## config.mk

```make
export PLATFORM = sky130hd
export DESIGN_NAME = rom_load_router
export DESIGN_NICKNAME = d
export VERILOG_FILES = /design/src/rtl/rom_load_router.sv
export SDC_FILE = /design/constraint.sdc
export NUM_CORES = 1
export LEC_CHECK = 0
export ABC_AREA = 1
export BUFFER_PORTS_ARGS = -buffer_cell sky130_fd_sc_hd__buf_2
export CAP_MARGIN = 20
export CELL_PAD_IN_SITES_DETAIL_PLACEMENT = 0
export CELL_PAD_IN_SITES_GLOBAL_PLACEMENT = 1
export CORE_MARGIN = 3
export CORE_UTILIZATION = 42
export CTS_BUF_LIST = sky130_fd_sc_hd__clkbuf_2
export DETAILED_ROUTE_END_ITERATION = 16
export PLACE_DENSITY_LB_ADDON = 0.12
export SYNTH_ARGS = -nofsm -noshare
export SYNTH_HDL_FRONTEND = slang
export SYNTH_SLANG_ARGS = --single-unit
export TNS_END_PERCENT = 1
```

## constraint.sdc

```tcl
create_clock -name clk_sys -period 2.53 [get_ports clk_sys]
set_input_delay 0.1265 -clock clk_sys [delete_from_list [all_inputs] [get_ports clk_sys]]
set_output_delay 0.1265 -clock clk_sys [all_outputs]
set_load 0.005 [all_outputs]
```

## src/rtl/rom_load_router.sv

```systemverilog
// ROM download router: decodes the ioctl byte stream into address windows and
// drives one-hot ROM write strobes, tracking per-region byte counts and checksums.
module rom_load_router #(
    parameter int NUM_REGIONS = 8,
    parameter int ROM_AW = 15,
    parameter logic [NUM_REGIONS*27-1:0] REGION_BASE = '0,
    parameter logic [NUM_REGIONS*5-1:0] REGION_AW = {NUM_REGIONS{5'd8}},
    parameter int WORD_MODE = 0
) (
    input  logic                   clk_sys,
    input  logic                   rst_n,
    input  logic                   ioctl_download,
    input  logic [26:0]            ioctl_addr,
    input  logic [15:0]            ioctl_dout,
    input  logic                   ioctl_wr,
    output logic                   ioctl_wait,
    output logic [NUM_REGIONS-1:0] rom_wr_en,
    output logic [ROM_AW-1:0]      rom_wr_addr,
    output logic [7:0]             rom_wr_data,
    output logic [NUM_REGIONS-1:0] region_done,
    output logic                   load_done,
    output logic                   dl_err,
    input  logic [3:0]             chk_sel,
    output logic [15:0]            chk_sum
);

    localparam int CW = ROM_AW + 1;

    typedef enum logic [1:0] {IDLE, LOAD, SPLIT, DONE} state_t;

    state_t                   state;
    logic                     dl_q;
    logic                     start;
    logic                     byte_valid;
    logic [27:0]              byte_addr;
    logic [7:0]               byte_data;
    logic [7:0]               hi_data;
    logic                     hit;
    logic [NUM_REGIONS-1:0]   hit_oh;
    logic [ROM_AW-1:0]        hit_off;
    logic [27:0]              dec_base;
    logic [CW-1:0]            count [NUM_REGIONS];
    logic [15:0]              sum   [NUM_REGIONS];

    function automatic logic [CW-1:0] region_size(input int i);
        return CW'(1) << REGION_AW[5*i +: 5];
    endfunction

    assign start = (state == IDLE) && ioctl_download && !dl_q;

    // Stage 1: the FSM turns each accepted ioctl_wr into one or two byte slots.
    always_ff @(posedge clk_sys or negedge rst_n) begin
        if (!rst_n) begin
            state      <= IDLE;
            dl_q       <= 1'b0;
            byte_valid <= 1'b0;
            byte_addr  <= '0;
            byte_data  <= '0;
            hi_data    <= '0;
            ioctl_wait <= 1'b0;
            load_done  <= 1'b0;
            dl_err     <= 1'b0;
        end else begin
            dl_q       <= ioctl_download;
            byte_valid <= 1'b0;
            ioctl_wait <= 1'b0;
            case (state)
                IDLE: begin
                    if (start) begin
                        state     <= LOAD;
                        load_done <= 1'b0;
                        dl_err    <= 1'b0;
                    end
                end
                LOAD: begin
                    if (!ioctl_download) begin
                        state <= DONE;
                    end else if (ioctl_wr) begin
                        byte_valid <= 1'b1;
                        byte_addr  <= {1'b0, ioctl_addr};
                        byte_data  <= ioctl_dout[7:0];
                        hi_data    <= ioctl_dout[15:8];
                        if (WORD_MODE != 0) state <= SPLIT;
                    end
                end
                SPLIT: begin
                    byte_valid <= 1'b1;
                    byte_addr  <= byte_addr + 28'd1;
                    byte_data  <= hi_data;
                    ioctl_wait <= 1'b1;
                    if (ioctl_wr) dl_err <= 1'b1;
                    state <= ioctl_download ? LOAD : DONE;
                end
                DONE: begin
                    state     <= IDLE;
                    load_done <= 1'b1;
                end
                default: state <= IDLE;
            endcase
        end
    end

    // Scanning from the top index down lets the lowest matching window win.
    always_comb begin
        hit      = 1'b0;
        hit_oh   = '0;
        dec_base = '0;
        for (int i = NUM_REGIONS - 1; i >= 0; i--) begin
            if (byte_addr >= {1'b0, REGION_BASE[27*i +: 27]} &&
                byte_addr < {1'b0, REGION_BASE[27*i +: 27]} + (28'd1 << REGION_AW[5*i +: 5])) begin
                hit      = 1'b1;
                hit_oh   = NUM_REGIONS'(1) << i;
                dec_base = {1'b0, REGION_BASE[27*i +: 27]};
            end
        end
        hit_off = ROM_AW'(byte_addr - dec_base);
    end

    // Stage 2: registered strobe plus per-region statistics on the same edge.
    always_ff @(posedge clk_sys or negedge rst_n) begin
        if (!rst_n) begin
            rom_wr_en   <= '0;
            rom_wr_addr <= '0;
            rom_wr_data <= '0;
            for (int i = 0; i < NUM_REGIONS; i++) begin
                count[i] <= '0;
                sum[i]   <= '0;
            end
        end else begin
            rom_wr_en <= '0;
            if (start) begin
                for (int i = 0; i < NUM_REGIONS; i++) begin
                    count[i] <= '0;
                    sum[i]   <= '0;
                end
            end else if (byte_valid && hit) begin
                rom_wr_en   <= hit_oh;
                rom_wr_addr <= hit_off;
                rom_wr_data <= byte_data;
                for (int i = 0; i < NUM_REGIONS; i++) begin
                    if (hit_oh[i]) begin
                        if (count[i] != region_size(i)) count[i] <= count[i] + CW'(1);
                        sum[i] <= sum[i] + {8'd0, byte_data};
                    end
                end
            end
        end
    end

    always_comb begin
        region_done = '0;
        chk_sum     = '0;
        for (int i = 0; i < NUM_REGIONS; i++) begin
            region_done[i] = (count[i] == region_size(i));
            if (chk_sel == 4'(i)) chk_sum = sum[i];
        end
    end

endmodule

```

==> run metrics <==
commonest cells in the netlist=252 x nand2_1, 129 x nor2_1, 107 x dfrtp_1; clk buf depth=2; vias in the first global route=between 5k and 6k; die area=16,900 sq um; # IOs=around 110; Power Density=just over 800 nW/um^2; row cnt=44; largest net degree at the start of global routing=46; die width=between 100 and 150 um; Vias/cell=between 4 and 5; top cells by area, synth=dfrtp_1 42%, nand2_1 15%, nor2_1 7.5%; Crit. End Element=output port; setup ws final=0.346 ns; Buffers on Ports=94; top-count cell post-synth=nand2_1; initial drt markers=308; CTS tree=yes; CTS root buffer=clkbuf_2; Initial Utilization=43.7%; Vert. Die Dim=130 um; cts repair resizes=0; Slew Limit Fails=0; CTS buffer count=9; worst-path cell chain=inv_1 > nand2_1 > nor3_1 > nand4_1 > nor4_1 > buf_2; WHS=~0.18 ns; clk slew on worst S/H paths=0.37 ns; Final Skew=a little under 0.07 ns; Post-synth EDFFs=0; syn_area_per_cell=7.22 sq um; Routed WL=around 17,000 um; Yosys reg bits=107; gr usage total=21.0%; combinational power share=41.3%; Final min period=2.18 ns; share of cells above drive strength 1=between 10% and 20%; wire per inst=about 14 um; Syn Std Cell Area=6450 sq um; Reg2Reg Setup Slack=0.42 ns; Max VDD drop=0.000339 V; Crit Path Class=reg -> out; Sw Ratio=44.4%; Primary FF master, synth=dfrtp_1; Buf/Inv on CP=2; slowest CP cell=dfrtp_1; CP startpoint kind=flip-flop; Reg2Reg Depth=10; DR pass1 iterations=4; Leak Pwr=0.00389 uW; asr flop ratio synth=between 90% and 100%; Worst Hold Depth=4; final hold violations=0; Top delay family on crit path=simple AND/OR/NAND/NOR gates; CTS HTree Levels=3; GPL Wtd Cong=0.843; postcts setup bufs=0; worst min path class=in -> reg; Synth cell types=42; post-route ant nets=0; clk_lat worst skew=0.70 ns; synth warn=0; Cells after Synth=894; clock sinks=107; power share of the clock group=15.7%; NetSw=between 2000 and 3000 uW; final net count=around 1.1k; area leader, netlist=dfrtp_1; fin crit share=between 80% and 90%; status=finished, final reports clean; first-pass GRT wire length=about 28,000 um; pre-CTS setup slack=0.455 ns; Slew @ Worst Pin=0.551 ns; Seq/Total Area, Yosys=41.5%; DP HPWL=~12,000 um; detailed-route DRC error count=0; fmax=458 MHz; max incr delay on CP=0.48 ns; Antenna Cells=0; initial antenna violation count=0; Post-CTS Hold Buffers=56; Max Cap Viol=0; critical path arrival=2.06 ns; Worst EP required=2.40 ns; CP Depth=6; GR Overflow Total=0; Synth top area share=between 40% and 50%; post-layout util=52.7%; Filler cells=1,509; unrepaired setup endpoints after global routing=false; Area Growth Syn to Fin=20.5%; total number of vias=approximately 6.0k; core footprint=~15,000 sq um; CP max FO=5; setup violators final=0; Worst slew margin=63.2%; Fin Setup TNS=0 ns; part of the power in registers=43.0%; Int Power=3500 uW
==> worst register-to-register path, stage by stage, from the launching register on <==
cell and delay, ns:
dfrtp_1 0.50, inv_1 0.12, ha_1 0.17, inv_1 0.04
nor2_1 0.07, nand2_1 0.19, nand2_2 0.29, nand2_2 0.26
inv_2 0.25, nand2_1 0.07, o21ai_1 0.07
==> through the flow <==
step	cells	area, sq um	power [uW]
2_1_floorplan	907	6500	4500
3_3_place_gp	1154	7040	5170
3_5_place_dp	1154	7040	5170
4_1_cts	1226	7770	6340
5_1_grt	1226	7770	6880
6_report	1226	7770	6280
==> metal layers <==
| metal | wire length [um] | global-route usage, % | vias to the layer above |
|---|---|---|---|
| met5 | 0 | 0 | - |
| met4 | 168 | 4.28 | 0 |
| li1 | - | - | 3117 |
| met1 | 8160 | 28.7 | 2775 |
| met2 | 7970 | 35.0 | 117 |
| met3 | 568 | 3.93 | 12 |
==> sequential cells by signal (all words and copies together) (netlist names) <==
signal       cells
hi_data          8
state            2
byte_addr       28
rom_wr_en        1
sum             16
dl_err           1
dl_q             1
load_done        1
byte_data        8
rom_wr_addr     15
rom_wr_data      8
count           16
ioctl_wait       1
byte_valid       1
==> kinds of logic after synthesis <==
logic type | synth area share (%)
AO/OA/AOI/OAI | 9.48
XOR/XNOR | 2.72
adder cells (fa/ha/maj) | 3.41
buffers and inverters | 9.93
flip-flops | 41.5
multiplexers | 1.40
other | 0.0581
AND/OR/NAND/NOR | 31.5
==> power groups by stage <==
| stage | sequential, uW | combinational (uW) | clock, uW |
|---|---|---|---|
| floorplan | 2550 | 1950 | 0 |
| global placement | 2740 | 2440 | 0 |
| detailed placement | 2730 | 2440 | 0 |
| CTS | 2700 | 2610 | 1020 |
| global route | 2780 | 3000 | 1100 |
| finish | 2700 | 2600 | 987 |
==> cells in the final DEF (no fill, tap or decap), types with 4 or more instances in the layout <==
| cell | synthesis | routed |
|---|---|---|
| xnor2_1 | 4 | 4 |
| mux2_2 | 8 | 8 |
| o21ai_2 | 5 | 5 |
| a21oi_1 | 25 | 25 |
| ha_1 | 16 | 15 |
| buf_2 | 12 | 93 |
| nor2_2 | 4 | 4 |
| dfrtp_1 | 107 | 107 |
| nor2_1 | 129 | 129 |
| dlygate4sd3_1 | 0 | 55 |
| nand3_1 | 55 | 55 |
| nor3_1 | 21 | 21 |
| o21ai_1 | 13 | 13 |
| conb_1 | 1 | 14 |
| xor2_1 | 16 | 16 |
| inv_1 | 93 | 93 |
| nand4_1 | 16 | 16 |
| o22ai_1 | 13 | 13 |
| a31oi_1 | 10 | 10 |
| buf_4 | 17 | 11 |
| o21ai_0 | 36 | 36 |
| clkbuf_2 | 0 | 9 |
| nand2_1 | 252 | 252 |
| inv_2 | 6 | 6 |
==> layout make-up <==
cell class	instances	area, sq um	share of cell area (%)
clock inverters	7	110	1.42
clock buffers	9	45.0	0.579
flip-flops and latches	107	2680	34.4
inverters	101	382	4.91
repair buffers	161	1150	14.7
multi-input cells	657	3180	41.0
well taps	184	230	2.96
==> worst paths after layout <==
check | startpoint | end
min in group asynchronous | rst_n | byte_addr[7]
setup / recovery | count[116] | region_done[0]
hold / removal | ioctl_dout[3] | byte_data[3]
max in group asynchronous | rst_n | byte_addr[13]
setup reg to reg | state[0] | count[118]
hold reg to reg | rom_wr_addr[13] | rom_wr_addr[13]
Power figures use the tool's default switching activity.
